==> src/rtl/load_store_unit_if.sv <==
// rtl/load_store_unit_if.sv - request/response and data-memory port bundle for load_store_unit
//
// Ports (grouped signals):
//   req_valid/req_ready      request handshake from the execute stage
//   req_write/req_size/req_unsigned/req_addr/req_wdata   request fields
//   resp_valid/resp_rdata/resp_err                       completion pulse and result
//   mem_read/mem_write/mem_addr/mem_wdata/mem_rdata      big-endian word-wide data memory
// Modports: slave = the load/store unit's view, master = requester plus memory view.
interface load_store_unit_if;
    logic        req_valid;
    logic        req_ready;
    logic        req_write;
    logic [1:0]  req_size;
    logic        req_unsigned;
    logic [31:0] req_addr;
    logic [31:0] req_wdata;
    logic        resp_valid;
    logic [31:0] resp_rdata;
    logic        resp_err;
    logic        mem_read;
    logic        mem_write;
    logic [31:0] mem_addr;
    logic [31:0] mem_wdata;
    logic [31:0] mem_rdata;

    modport slave (
        input  req_valid, req_write, req_size, req_unsigned, req_addr, req_wdata, mem_rdata,
        output req_ready, resp_valid, resp_rdata, resp_err, mem_read, mem_write, mem_addr, mem_wdata
    );

    modport master (
        output req_valid, req_write, req_size, req_unsigned, req_addr, req_wdata, mem_rdata,
        input  req_ready, resp_valid, resp_rdata, resp_err, mem_read, mem_write, mem_addr, mem_wdata
    );
endinterface

==> src/rtl/load_store_unit.sv <==
// rtl/load_store_unit.sv - byte/halfword/word load-store initiator for a big-endian word memory
//
// Ports:
//   clk    rising-edge clock
//   reset  synchronous active-high reset
//   bus    load_store_unit_if.slave: request handshake, response pulse, data-memory strobes
// Sub-word stores are read-modify-write because the memory has no byte enables.
module load_store_unit #(
    parameter int unsigned MEM_BYTES = 16384
) (
    input  logic              clk,
    input  logic              reset,
    load_store_unit_if.slave  bus
);
    typedef enum logic [2:0] {S_IDLE, S_READ, S_WAIT, S_WRITE, S_DONE} state_t;

    localparam logic [31:0] LAST_WORD = 32'(MEM_BYTES - 4);

    state_t      state, state_nxt;
    logic        wr_q;
    logic [1:0]  size_q;
    logic        uns_q;
    logic [31:0] addr_q;
    logic [31:0] wdata_q;
    logic [31:0] rdata_q;
    logic        err_q;
    logic        accept;
    logic        req_err;
    logic [7:0]  lane_byte;
    logic [15:0] lane_half;
    logic [31:0] load_ext;
    logic [31:0] store_merge;

    assign accept         = bus.req_valid && (state == S_IDLE);
    assign bus.resp_rdata = rdata_q;
    assign bus.resp_err   = err_q;

    // Range check is against the last full word so that any access touching
    // bytes beyond the memory is rejected regardless of size.
    always_comb begin
        req_err = (bus.req_size == 2'b11)
               || (bus.req_size == 2'b01 && bus.req_addr[0])
               || (bus.req_size == 2'b10 && bus.req_addr[1:0] != 2'b00)
               || (bus.req_addr > LAST_WORD);
    end

    always_ff @(posedge clk) begin
        if (reset) state <= S_IDLE;
        else       state <= state_nxt;
    end

    always_comb begin
        state_nxt      = state;
        bus.req_ready  = 1'b0;
        bus.mem_read   = 1'b0;
        bus.mem_write  = 1'b0;
        bus.mem_addr   = 32'h0;
        bus.mem_wdata  = 32'h0;
        bus.resp_valid = 1'b0;
        case (state)
            S_IDLE: begin
                bus.req_ready = 1'b1;
                if (bus.req_valid) begin
                    if (req_err)                                   state_nxt = S_DONE;
                    else if (bus.req_write && bus.req_size == 2'b10) state_nxt = S_WRITE;
                    else                                           state_nxt = S_READ;
                end
            end
            S_READ: begin
                bus.mem_read = 1'b1;
                bus.mem_addr = {addr_q[31:2], 2'b00};
                state_nxt    = S_WAIT;
            end
            S_WAIT: state_nxt = wr_q ? S_WRITE : S_DONE;
            S_WRITE: begin
                bus.mem_write = 1'b1;
                bus.mem_addr  = {addr_q[31:2], 2'b00};
                bus.mem_wdata = wdata_q;
                state_nxt     = S_DONE;
            end
            S_DONE: begin
                bus.resp_valid = 1'b1;
                state_nxt      = S_IDLE;
            end
            default: state_nxt = S_IDLE;
        endcase
    end

    // Big-endian lanes: byte offset 0 is the most significant byte.
    always_comb begin
        case (addr_q[1:0])
            2'd0:    lane_byte = bus.mem_rdata[31:24];
            2'd1:    lane_byte = bus.mem_rdata[23:16];
            2'd2:    lane_byte = bus.mem_rdata[15:8];
            default: lane_byte = bus.mem_rdata[7:0];
        endcase
        lane_half = addr_q[1] ? bus.mem_rdata[15:0] : bus.mem_rdata[31:16];

        case (size_q)
            2'b00:   load_ext = {{24{~uns_q & lane_byte[7]}}, lane_byte};
            2'b01:   load_ext = {{16{~uns_q & lane_half[15]}}, lane_half};
            default: load_ext = bus.mem_rdata;
        endcase

        store_merge = bus.mem_rdata;
        if (size_q == 2'b00) begin
            case (addr_q[1:0])
                2'd0:    store_merge[31:24] = wdata_q[7:0];
                2'd1:    store_merge[23:16] = wdata_q[7:0];
                2'd2:    store_merge[15:8]  = wdata_q[7:0];
                default: store_merge[7:0]   = wdata_q[7:0];
            endcase
        end else if (addr_q[1]) begin
            store_merge[15:0] = wdata_q[15:0];
        end else begin
            store_merge[31:16] = wdata_q[15:0];
        end
    end

    // Response registers change only on entry to DONE so they hold between responses.
    always_ff @(posedge clk) begin
        if (reset) begin
            wr_q    <= 1'b0;
            size_q  <= 2'b00;
            uns_q   <= 1'b0;
            addr_q  <= 32'h0;
            wdata_q <= 32'h0;
            rdata_q <= 32'h0;
            err_q   <= 1'b0;
        end else begin
            if (accept) begin
                wr_q    <= bus.req_write;
                size_q  <= bus.req_size;
                uns_q   <= bus.req_unsigned;
                addr_q  <= bus.req_addr;
                wdata_q <= bus.req_wdata;
                if (req_err) begin
                    rdata_q <= 32'h0;
                    err_q   <= 1'b1;
                end
            end
            if (state == S_WAIT) begin
                if (wr_q) begin
                    wdata_q <= store_merge;
                end else begin
                    rdata_q <= load_ext;
                    err_q   <= 1'b0;
                end
            end
            if (state == S_WRITE) begin
                rdata_q <= 32'h0;
                err_q   <= 1'b0;
            end
        end
    end
endmodule

==> src/flat_wrapper.sv <==
// flat-port wrapper written by rule: the top's interface ports become plain ports
module load_store_unit_flat 
#(
    parameter int unsigned MEM_BYTES = 16384
)
  (clk, reset, bus_req_valid, bus_req_write, bus_req_size, bus_req_unsigned, bus_req_addr, bus_req_wdata, bus_mem_rdata, bus_req_ready, bus_resp_valid, bus_resp_rdata, bus_resp_err, bus_mem_read, bus_mem_write, bus_mem_addr, bus_mem_wdata);
  load_store_unit_if bus_i ();
  input  logic clk;
  input  logic reset;
  input wire logic [$bits(bus_i.req_valid)-1:0] bus_req_valid;
  input wire logic [$bits(bus_i.req_write)-1:0] bus_req_write;
  input wire logic [$bits(bus_i.req_size)-1:0] bus_req_size;
  input wire logic [$bits(bus_i.req_unsigned)-1:0] bus_req_unsigned;
  input wire logic [$bits(bus_i.req_addr)-1:0] bus_req_addr;
  input wire logic [$bits(bus_i.req_wdata)-1:0] bus_req_wdata;
  input wire logic [$bits(bus_i.mem_rdata)-1:0] bus_mem_rdata;
  output wire logic [$bits(bus_i.req_ready)-1:0] bus_req_ready;
  output wire logic [$bits(bus_i.resp_valid)-1:0] bus_resp_valid;
  output wire logic [$bits(bus_i.resp_rdata)-1:0] bus_resp_rdata;
  output wire logic [$bits(bus_i.resp_err)-1:0] bus_resp_err;
  output wire logic [$bits(bus_i.mem_read)-1:0] bus_mem_read;
  output wire logic [$bits(bus_i.mem_write)-1:0] bus_mem_write;
  output wire logic [$bits(bus_i.mem_addr)-1:0] bus_mem_addr;
  output wire logic [$bits(bus_i.mem_wdata)-1:0] bus_mem_wdata;
  assign bus_i.req_valid = bus_req_valid;
  assign bus_i.req_write = bus_req_write;
  assign bus_i.req_size = bus_req_size;
  assign bus_i.req_unsigned = bus_req_unsigned;
  assign bus_i.req_addr = bus_req_addr;
  assign bus_i.req_wdata = bus_req_wdata;
  assign bus_i.mem_rdata = bus_mem_rdata;
  assign bus_req_ready = bus_i.req_ready;
  assign bus_resp_valid = bus_i.resp_valid;
  assign bus_resp_rdata = bus_i.resp_rdata;
  assign bus_resp_err = bus_i.resp_err;
  assign bus_mem_read = bus_i.mem_read;
  assign bus_mem_write = bus_i.mem_write;
  assign bus_mem_addr = bus_i.mem_addr;
  assign bus_mem_wdata = bus_i.mem_wdata;
  load_store_unit #(.MEM_BYTES(MEM_BYTES)) u_core (.clk(clk), .reset(reset), .bus(bus_i));
endmodule
==> config.mk <==
export PLATFORM = sky130hd
export DESIGN_NAME = load_store_unit_flat
export DESIGN_NICKNAME = d
export VERILOG_FILES = /design/src/rtl/load_store_unit_if.sv /design/src/rtl/load_store_unit.sv /design/src/flat_wrapper.sv
export SDC_FILE = /design/constraint.sdc
export NUM_CORES = 1
export LEC_CHECK = 0
export CAP_MARGIN = 20
export CELL_PAD_IN_SITES_DETAIL_PLACEMENT = 0
export CELL_PAD_IN_SITES_GLOBAL_PLACEMENT = 1
export CORE_MARGIN = 5
export CORE_UTILIZATION = 31
export DETAILED_ROUTE_END_ITERATION = 10
export PLACE_DENSITY = 0.89
export SETUP_SLACK_MARGIN = 0.1
export SYNTH_ARGS = -nofsm -noshare
export SYNTH_HDL_FRONTEND = slang
export SYNTH_SLANG_ARGS = --single-unit
==> constraint.sdc <==
create_clock -name clk -period 2.3 [get_ports clk]
set_input_delay 0.46 -clock clk [delete_from_list [all_inputs] [get_ports clk]]
set_output_delay 0.46 -clock clk [all_outputs]
set_load 0.005 [all_outputs]
==> Word level (Yosys, flattened, before mapping) <==
Cells that the tools add are included.
{ "op_classes": {"order_cmp": 1, "n_eq_ne": 13, "muxes": 32, "bitwise": 3, "reduce_logical": 15} }
{ "ops": {"columns": ["op", "count"], "rows": [
  ["$mux 32", 10],
  ["$pmux 32 s2", 1],
  ["$mux 16", 3],
  ["$gt 32x14->1 const B", 1],
  ["$mux 8", 4],
  ["$pmux 8 s3", 1],
  ["$pmux 3 s4", 1],
  ["$mux 3", 3],
  ["$mux 1", 8],
  ["$ne 4x4->1 const B", 2],
  ["$eq 2x1->1 const B", 3],
  ["$eq 2x2->1 const B", 3],
  ["$eq 3x2->1 const B", 2],
  ["$logic_and 1x1->1", 4],
  ["$logic_not 2->1", 2],
  ["$reduce_or 2->1", 2],
  ["$eq 3x1->1 const B", 1],
  ["$eq 3x3->1 const B", 1],
  ["$logic_not 3->1", 1],
  ["$logic_or 1x1->1", 3],
  ["$reduce_or 3->1", 1],
  ["$and 1x1->1", 2],
  ["$mux 2", 1],
  ["$ne 2x2->1 const B", 1],
  ["3 further kinds", 3]
]} }
{ "totals": {"ff_bits": 104, "out_inout_bits": 101, "wordCells": 74} }

==> Depth between registers and ports, before layout <==
Gate-level depths: netlist of the first run.
{ "depth": {"word_depth": 9, "mapped_depth": 8, "depth_no_buf": 5} }

==> Worst setup path before layout of the first run <==
Ideal clock, no wire load.
{ "synth_path": {"kind": "input-to-reg", "from": "input bus_req_addr[24]", "to": "register u_core.err_q, in the netlist u_core.bus.resp_err", "arrival_time_ps": 1615, "setup_slack_ps": 571, "path_stages": 6, "cell_sequence": "nor4_1 nand4_1 a211oi_2 nor2_1 clkbuf_1 o21a_1"} }
{ "synth_via": {"elab_chain_len": 6} }
{ "synth_lines": {"columns": ["item", "line_no", "text"], "rows": [
  ["start, declared", "flat_wrapper.sv:14", "input wire logic [$bits(bus_i.req_addr)-1:0] bus_req_addr;"],
  ["$gt 32x14->1 *", "load_store_unit.sv:44", "|| (bus.req_addr > LAST_WORD);"],
  ["$logic_or 1x1->1 *", "load_store_unit.sv:44", null],
  ["$mux 1 *", "load_store_unit.sv:137", "if (req_err) begin"],
  ["$mux 1 *", "load_store_unit.sv:131", "if (accept) begin"],
  ["$mux 1", "load_store_unit.sv:143", "if (wr_q) begin"],
  ["$mux 1 *", "load_store_unit.sv:142", "if (state == S_WAIT) begin"],
  ["end signal, assigned", "load_store_unit.sv:129", "err_q <= 1'b0;"],
  ["end signal, assigned", "load_store_unit.sv:139", "err_q <= 1'b1;"],
  ["end signal, assigned", "load_store_unit.sv:147", "err_q <= 1'b0;"],
  ["end, declared", "load_store_unit.sv:26", "logic err_q;"]
]} }
Every way passes the cells marked *; elsewhere a longest branch is shown, timed or not.
A chain may end at the register's enable or synchronous reset.

==> Worst setup path after layout of the first run <==
{ "layout_path": {"from": "register u_core.state[0]", "to": "output bus_mem_wdata[11]"} }
{ "layout_via": {"elab_chain_len": 2} }
{ "layout_lines": {"columns": ["item", "line_no", "text"], "rows": [
  ["start, declared", "load_store_unit.sv:19", "state_t state, state_nxt;"],
  ["start signal, assigned", "load_store_unit.sv:49", "else state <= state_nxt;"],
  ["$eq 3x2->1", "load_store_unit.sv:60", "case (state)"],
  ["$mux 32", "load_store_unit.sv:60", null],
  ["end, declared", "flat_wrapper.sv:24", "output wire logic [$bits(bus_i.mem_wdata)-1:0] bus_mem_wdata;"]
]} }
Every way passes these cells.

==> results of run 1 <==
[cells by family (layout without fill, tap and decap cells)]
| logic type | count (synthesis) | count (layout) | share of synthesized area, % |
|---|---|---|---|
| flops | 104 | 104 | 38.6 |
| other cells | 1 | 2 | 0.0695 |
| buf+inv | 69 | 265 | 5.50 |
| simple gates | 346 | 346 | 29.8 |
| mux | 11 | 11 | 2.11 |
| compound gates | 180 | 180 | 23.9 |
[layer usage]
metal | share of wire (%) | vias to the layer above | track usage, % | wire length [um]
li1 | - | 2906 | - | -
met1 | 41 | 2737 | 25.1 | 8710
met2 | 47 | 256 | 32.1 | 9950
met3 | 9.2 | 33 | 6.50 | 1960
met4 | 2.6 | 2 | 7.63 | 555
met5 | 0.033 | - | 0 | 7
[power by group through the flow]
stage          Combinational (mW)  Clock, mW  Sequential [mW]
6_report                    0.722       1.69             1.94
3_3_place_gp                0.706          0             1.98
2_1_floorplan               0.365          0             1.96
4_1_cts                     0.716       1.73             1.94
5_1_grt                     0.777       1.82             1.95
3_5_place_dp                0.712          0             1.98
[what timing repair did]
item,4_1_cts,5_1_grt
setup endpoints to repair,58,49
buffers inserted,2,6
gates cloned,0,2
pin swaps,0,1
hold buffers,0,0
resized for setup,46,21
[cell type report]
type	count	share of cell area, %
clock buffer	10	2.77
clock inverter	6	1.09
inverter	3	0.136
multi-input combinational	539	37.1
sequential	104	25.2
tap	225	3.40
timing repair buffer	246	30.3
[cells in the final DEF (no fill, tap or decap), types with 3 or more instances in the layout]
cell	count
nand2_1	160
clkdlybuf4s50_1	142
dfxtp_1	101
nor2_1	63
a21oi_1	48
and3_1	39
dlygate4sd2_1	39
buf_4	32
and2_1	31
a211oi_1	28
o21ai_0	25
a311oi_1	20
dlymetal6s2s_1	19
o22ai_1	13
nand3_1	12
clkbuf_16	11
a22oi_1	10
buf_12	10
mux2i_1	8
nor3_1	8
a2111oi_2	8
a41o_1	6
o221ai_1	6
nand4_1	5
nor4_1	5
nand2b_1	4
a21o_1	4
inv_1	3
nor3_2	3
mux2_2	3
dfxtp_2	3
[metrics by stage]
step | power (mW) | util [%] | instances | hold slack, ps
after floorplan | 2.32 | - | 712 | 432
after global placement | 2.68 | 45.2 | 1107 | 437
after detailed placement | 2.69 | 45.2 | 1107 | 442
after CTS | 4.39 | 47.2 | 1125 | 354
after global routing | 4.55 | 48.2 | 1133 | 374
final | 4.35 | 48.2 | 1133 | 362
[flip-flops by register name, indices dropped and copies added (netlist names)]
name,flops
u_core.wdata_q,32
u_core.wr_q,1
u_core.size_q,2
u_core.bus.resp_rdata,32
u_core.addr_q,32
u_core.state,3
u_core.bus.resp_err,1
u_core.uns_q,1
[path summary, 6_finish.rpt]
path                                         from           endpoint
worst min-delay path                        reset       u_core.uns_q
worst min register to register  u_core.addr_q[10]  u_core.addr_q[10]
worst max-delay path              u_core.state[0]  bus_mem_wdata[11]
worst max register to register    u_core.state[2]  u_core.wdata_q[4]
==> summary.md, run 1 <==
| Metric | Value |
|---|---|
| Worst-Skew Late Latency | 360 ps |
| WL final | 21.2 mm |
| CTS Buf Count | 9 |
| Stages on worst setup path | 5 |
| Critical path's most frequent cell | buf_12 |
| Post-DP Area | 7770 um^2 |
| H-tree depth | 3 |
| Slew @ Worst Pin | 672 ps |
| Final Hold Viols | 0 |
| Sw frac | between 20% and 30% |
| Final Cycle Share | 97.2% |
| Area of the multi-input gates | 3070 um^2 |
| Synth top cells by count | nand2_1, dfxtp_1, nor2_1 |
| Ys async rst share | 0% |
| TNS Setup | 0 ps |
| Flop-to-flop setup slack | about 280 ps |
| DP Worst Slack | -87.3 ps |
| Register area share after synthesis | 38.6% |
| Req. time, crit path | 1840 ps |
| EDFF count, synth | 0 |
| Critical path buffer and inverter count | 3 |
| Vias per inst | 5.24 |
| Number of cell rows | 48 |
| Worst-path clk slew | 70 ps |
| Comb pwr share | 16.6% |
| Crit Path Max Fanout | 9 |
| Synth top area share | about two fifths |
| Internal power | 3.18 mW |
| Vias | between 5,000 and 6,000 |
| Final count of pins violating max slew | 0 |
| Skew final | 11.1 ps |
| Largest net degree at the start of global routing | 44 |
| Rel. slew slack | 55.2% |
| Detailed Routing Iterations Pass 1 | 5 |
| Tightest Hold Check Type | in -> reg |
| Clock power frac | 38.8% |
| FMAX | between 400 and 500 MHz |
| Critical path data arrival time | 1770 ps |
| Final Cell Area | between 8000 and 9000 um^2 |
| Seq cells post-synth | 104 |
| Top FF cell, synth | dfxtp_1 |
| Worst r2r path cells | 5 |
| First-pass GRT wire length | 31.6 mm |
| Worst stage delay on the critical path | around 500 ps |
| CTS tree | built |
| Initial Util | 31.4% |
| Flop pwr share | 44.6% |
| Ant. Diodes | 0 |
| DR iter-0 viols | approximately 550 |
| Input/output buffers | 201 |
| Worst setup SP type | flip-flop |
| Register area | around 2100 um^2 |
| PwrDens | 526 nW/um^2 |
| Largest cells by area after synthesis | dfxtp_1, nand2_1, and3_1 |
| Largest delay share family, worst path | buffers and inverters |
| CP endpoint kind | output port |
| DP Wirelength | 15.5 mm |
| DR DRC count | 0 |
| Slack of the critical path | around 66 ps |
| Post-synth top area cell | dfxtp_1 |
| Clock root buffer | clkbuf_16 |
| Mapped Area | 5400 um^2 |
| Core region area | ~17,000 um^2 |
| Initial antenna violation count | 1 |
| Top-count cell post-synth | nand2_1 |
| Maximum VDD drop | 0.382 mV |
| Layout cells sized above 1 | about a tenth |
| Grt total ovfl | 0 |
| Synthesized instance count | 711 |
| GP Congestion | 0.863 |
| Layout area overhead | 53.3% |
| Yosys warns | 0 |
| WHS Path Cells | 2 |
| Fill cells | around 1,700 |
| Chip width | approximately 140 um |
| Critical path class | reg -> out |
| GRT Total Usage | 20.0% |
| Die Ht | roughly 140 um |
| Final min period | roughly 2200 ps |
| Clock Path Buffers | 2 |
| RSZ-0062 raised after global routing | true |
| Final setup vio count | 0 |
| Syn avg cell area | 7.59 um^2 |
| I/O pin total | 204 |
| Leak | roughly 3.5 nW |
| Antenna violation net count after detailed routing | 0 |
| Outcome | finished clean |
| Nets | between 1,000 and 1,500 |
| Net Switching | 1.17 mW |
| Crit path cell chain | nor2b_4 > buf_12 > buf_12 > and3_1 > clkdlybuf4s50_1 |
| Library cells used by synthesis | between 40 and 50 |
| Vias in the first global route | 5,608 |
| DR WL/cell | roughly 19 um |
| Worst path slowest cell | clkdlybuf4s50_1 |
| Max Cap Viol | 0 |
| DIE AREA | 20,100 um^2 |
| Clk sinks | 104 |
(Power assumes the default switching activity.)
==> run 2, diff against run 1 <==
--- a/config.mk
+++ b/config.mk
@@ -10,6 +10,7 @@
 export CELL_PAD_IN_SITES_GLOBAL_PLACEMENT = 1
 export CORE_MARGIN = 5
 export CORE_UTILIZATION = 31
+export CTS_CLUSTER_SIZE = 24
 export DETAILED_ROUTE_END_ITERATION = 10
 export PLACE_DENSITY = 0.89
 export SETUP_SLACK_MARGIN = 0.1
==> results of run 2 <==
Final layout, timing and power as in run 1 (identical DEF).
==> run 3, diff against run 2 <==
--- a/config.mk
+++ b/config.mk
@@ -9,11 +9,13 @@
 export CELL_PAD_IN_SITES_DETAIL_PLACEMENT = 0
 export CELL_PAD_IN_SITES_GLOBAL_PLACEMENT = 1
 export CORE_MARGIN = 5
-export CORE_UTILIZATION = 31
+export CORE_UTILIZATION = 32
+export CTS_BUF_LIST = sky130_fd_sc_hd__clkbuf_4
 export CTS_CLUSTER_SIZE = 24
 export DETAILED_ROUTE_END_ITERATION = 10
-export PLACE_DENSITY = 0.89
+export PLACE_DENSITY = 0.91
 export SETUP_SLACK_MARGIN = 0.1
+export SKIP_LAST_GASP = 1
 export SYNTH_ARGS = -nofsm -noshare
 export SYNTH_HDL_FRONTEND = slang
 export SYNTH_SLANG_ARGS = --single-unit
==> summary.md, run 3 (synthesized netlist as in run 1, its figures left out) <==
| Metric | Value |
|---|---|
| Leak | 4.11 nW (+16%) |
| Worst stage delay on the critical path | 500 ps (about the same) |
| Maximum VDD drop | 0.309 mV (-19%) |
| Initial antenna violation count | 1 (unchanged) |
| Clock Path Buffers | 2 (unchanged) |
| Vias in the first global route | 5,632 (+0.43%) |
| Met3 routed WL | 1.83 mm (-6.3%) |
| Initial Util | 32.5% (+1.1 points) |
| GRT Total Usage | 20.0% (+0.037 points) |
| Crit Path Max Fanout | 16 (+7) |
| Worst-Skew Late Latency | 510 ps (+150 ps) |
| Tightest Hold Check Type | in -> reg |
| Post-DP Area | 7780 um^2 (+0.13%) |
| Worst Min Path Start | reset |
| Detailed Routing Iterations Pass 1 | 6 (+1) |
| Input/output buffers | 201 (unchanged) |
| Core region area | 16,600 um^2 (-3.5%) |
| Layout area overhead | 53.1% |
| FMAX | 408 MHz (-8.9%) |
| Final count of pins violating max slew | 0 (unchanged) |
| First-pass GRT wire length | 31.3 mm (-0.89%) |
| Total power | 3.56 mW (-18%) |
| Critical path buffer and inverter count | 3 (unchanged) |
| Skew final | 26.4 ps (+15.3 ps) |
| PwrDens | 431 nW/um^2 (-18%) |
| Worst r2r src | u_core.addr_q[1] |
| Critical path data arrival time | 1990 ps (+220 ps) |
| DR top layer | met4 |
| Nets | 1,021 (+1.5%) |
| Metal2 WL | 9.74 mm (-2.1%) |
| Fill cells | 1,614 (-6.4%) |
| Clk sinks | 104 (unchanged) |
| Worst setup path start | u_core.state[2] |
| # hold bufs at CTS | 0 (unchanged) |
| Commonest non-fill, non-tap cell in the layout | nand2_1 |
| Crit path cell chain | nor2b_4 > buf_6 > buf_12 > and3_1 > clkdlybuf4s50_1 |
| WL final | 21.0 mm (-0.67%) |
| Layout cells sized above 1 | 11.4% (+1.5 points) |
| Worst-path clk slew | 180 ps (+110 ps) |
| Largest delay share family, worst path | buffers and inverters |
| Failing checks | setup timing |
| DR iter-0 viols | 462 (-16%) |
| Final setup vio count | 3 (+3) |
| Worst setup SP type | flip-flop |
| Final Cell Area | 8260 um^2 (-0.14%) |
| Slew @ Worst Pin | 827 ps (+155 ps) |
| Max Cap Viol | 0 (unchanged) |
| Vias per inst | 5.21 (-0.51%) |
| H-tree depth | 3 (unchanged) |
| DIE AREA | 19,600 um^2 (-2.9%) |
| CTS tree | built |
| Chip width | 140 um (-1.5%) |
| Rel. slew slack | 44.8% (-10 points) |
| Final min period | 2450 ps (+218 ps) |
| GP Congestion | 0.899 (+4.1%) |
| Antenna violation net count after detailed routing | 0 (unchanged) |
| DR DRC count | 0 (unchanged) |
| Outcome | finished, violations left |
| Slack of the critical path | -153 ps (-218 ps) |
| Commonest cells after routing, fill and taps aside | nand2_1, clkdlybuf4s50_1, dfxtp_1 |
| Number of cell rows | 47 (-2.1%) |
| I/O pin total | 204 (unchanged) |
| Req. time, crit path | 1840 ps (about the same) |
| Vias | 5,961 (+0.46%) |
| Clock root buffer | clkbuf_4 |
| Die Ht | 140 um (-1.5%) |
| CTS Buf Count | 9 (unchanged) |
| CP endpoint kind | output port |
| RSZ-0062 raised after global routing | true |
| Final Hold Viols | 0 (unchanged) |
| Grt total ovfl | 0 (unchanged) |
| Worst path slowest cell | clkdlybuf4s50_1 |
| DP Wirelength | 15.4 mm (-0.67%) |
| Critical path class | reg -> out |
| Final Cycle Share | 107% (+9.5 points) |
| DR WL/cell | 18.4 um (-1.6%) |
| Largest net degree at the start of global routing | 54 (+23%) |
| WL met1 | 8.81 mm (+1.2%) |
==> run 3: path summary, 6_finish.rpt <==
check | cells past startpoint | to | slack, ps
worst max-delay path | 5 | bus_mem_wdata[31] | -150
worst min-delay path | 2 | u_core.wdata_q[15] | 300
worst max register to register | 4 | u_core.bus.resp_rdata[25] | 240
worst min register to register | 2 | u_core.addr_q[14] | 460
==> run 3: layout make-up <==
class	count	area, um^2	share of cell area [%]
timing repair buffer	261	2690	32.5
clock inverter	7	55.1	0.666
sequential	104	2090	25.3
tap	220	275	3.33
multi-input combinational	539	3070	37.2
clock buffer	9	67.6	0.818
inverter	3	11.3	0.136
antenna	1	2.50	0.0303
==> run 3: per-stage QoR <==
step                      hold WS (ps)  TNS [ps]  setup WS (ps)  cells  util, %
final                              300      -365           -153   1144     49.8
after global routing               268      -688           -241   1144     49.8
after CTS                          265     -6730           -155   1128     47.8
after detailed placement           443     -7110           -316   1111     46.9
after global placement             437     -6440           -311   1111     46.9
after floorplan                    432         0            571    712        -
==> run 3: timing repair <==
item / CTS / global route
gates cloned: 0 / 3
resized for setup: 11 / 66
endpoints found under the setup margin: 66 / 66
buffers inserted: 1 / 11
==> run 3: routing by layer <==
metal / GRT usage (%) / vias to the layer above
met1: 24.7 / 2750
li1: - / 2928
met2: 32.4 / 241
met3: 7.03 / 42
met5: 0 / -
met4: 7.14 / 0
==> run 3: power breakdown <==
part / switching [mW] / internal, mW
logic: 0.377 / 0.342
registers: 0.0596 / 1.88
clock network: 0.671 / 0.234
total: 1.11 / 2.46
==> variant: new RTL, flow settings as in run 1 <==
Encoding of `state_t`: now one-hot (5 bits for 5 states).
--- a/src/rtl/load_store_unit.sv
+++ b/src/rtl/load_store_unit.sv
@@ -12,7 +12,7 @@
     input  logic              reset,
     load_store_unit_if.slave  bus
 );
-    typedef enum logic [2:0] {S_IDLE, S_READ, S_WAIT, S_WRITE, S_DONE} state_t;
+    typedef enum logic [4:0] {S_IDLE = 5'b00001, S_READ = 5'b00010, S_WAIT = 5'b00100, S_WRITE = 5'b01000, S_DONE = 5'b10000} state_t;
 
     localparam logic [31:0] LAST_WORD = 32'(MEM_BYTES - 4);
 
Behaviour: no difference found for any inputs over 4 cycles, from zero or initial values and one cycle with reset high; so few cycles prove little.
==> variant against run 1 <==
- synthesized cell count is 2.8% lower
- first-iteration DRC count grew 9.5%
- critical endpoint is now bus_mem_wdata[5]
- setup slack got worse by 0.19 ns
- final area up 2.9%
- the flow now finishes with violations (negative setup slack)
- critical path depth up 2
- power rose by 0.89%
- maximum frequency is 7.8% lower
- largest cell class unchanged
- global-route usage fell by 0.12 points
- routed wire length fell by 1.1%
- area after synthesis shrank 0.70%
- clock skew fell by 0.0015 ns
- cell count is 0.79% higher
- sequential cell count rose by 2
==> variant: results (changes against run 1) <==
{| class="wikitable"
! Metric !! Value
|-
| Antenna violations before repair || 0 (-1)
|-
| CP Launch Point || u_core.state[2]
|-
| Final count of negative-setup-slack endpoints || 62 (+62)
|-
| Run status || finished with violations
|-
| First-pass GRT wire length || 31400 microns (-0.61%)
|-
| Multi-input logic portion of the cell area || 37.8% (+0.72 points)
|-
| Via count of the first global-routing pass || 5632 (+0.43%)
|-
| Failing checks || negative setup slack
|-
| Hold_sp || u_core.addr_q[29]
|-
| Relative area of non-clock buffer cells in the final design || 30.3% (about the same)
|-
| Avg WL per Cell || 18.3 microns (-1.9%)
|-
| Number of flip-flops and latches in the synthesized netlist || 106 (+1.9%)
|-
| Routability Congestion || 0.870 (+0.82%)
|-
| Leakage Power || 3.38 nW (-4.5%)
|-
| Cell type of the slowest stage on the worst timing path || sky130_fd_sc_hd__or3_4
|-
| Non-CTS buffers || 265 (+7.7%)
|-
| Flop+latch power || 0.00200 W (+3%)
|-
| Maximum cell stage delay along the critical path || 0.40 ns (-0.10 ns)
|-
| Count of cell types in the netlist || 56 (+22%)
|-
| Sw Share || 27.6% (+0.74 points)
|-
| Clk tree area frac || 3.46% (-0.40 points)
|-
| Post-route setup slack || -0.123 ns (-0.189 ns)
|-
| IR drop worst, VDD || 0.373 mV (-2.4%)
|-
| Worst slew slack as a fraction of its limit || 49.0% (-6.1 points)
|-
| Fill cell count || 1692 (-1.9%)
|-
| Clock network power share || 36.0% (-2.8 points)
|-
| Leading cell types by count after synthesis || sky130_fd_sc_hd__nand2_1 (148), sky130_fd_sc_hd__dfxtp_1 (106), sky130_fd_sc_hd__a21oi_1 (73)
|-
| Register Area || 2130 sq um (+1.9%)
|-
| Number of instances resized during post-cts repair || 231 (+400%)
|}
==> variant: changes by cell type after synthesis, sizes merged, moves of 9 or more <==
cell and change:
a211oi -14, a21oi +26, a22o +23, a31oi +9
and3 -36, buf -10, nand2 -13, nand3 -11
nor2 -21, nor2b +37, o21ai -12
==> variant: stage by stage <==
step	hold slack [ns]	instances	setup slack, ns	power (W)	cell area (sq um)
floorplan	0.431	692	0.235	0.00241	5360
global placement	0.435	1113	-0.106	0.00282	7890
detailed placement	0.440	1113	-0.135	0.00283	7890
CTS	0.453	1138	-0.164	0.00441	8280
global route	0.473	1142	-0.209	0.00458	8510
finish	0.450	1142	-0.123	0.00439	8510
==> variant: metal layers <==
layer / wire (microns) / up-vias / GRT usage, %
met4: 568 / 0 / 6.52
met2: 9850 / 212 / 32.2
li1: - / 2891 / -
met1: 8760 / 2709 / 25.8
met5: 0 / - / 0
met3: 1760 / 31 / 5.33
==> variant: cell families (layout without fill, tap and decap cells) <==
group | Yosys count | in the layout | share of synthesized area, %
AND/OR/NAND/NOR | 314 | 314 | 28.3
buffers and inverters | 59 | 284 | 4.60
XOR/XNOR | 1 | 1 | 0.164
other | 1 | 2 | 0.0700
flip-flops | 106 | 106 | 39.6
AO/OA/AOI/OAI | 197 | 197 | 24.6
multiplexers | 13 | 13 | 2.69
==> variant: worst paths after layout <==
kind,endpoint,slack [ns],cells after the start
setup / recovery,bus_mem_wdata[5],-0.12,7
setup reg to reg,u_core.bus.resp_rdata[6],0.19,10
hold / removal,u_core.addr_q[29],0.45,2
hold reg to reg,u_core.addr_q[29],0.45,2
==> variant: worst max-delay path: cells and delay by family, from the launching register on <==
kind | cells | cell delay, ns
AND/OR/NAND/NOR | 3 | 0.78
flip-flops | 1 | 0.32
buffers and inverters | 4 | 0.50
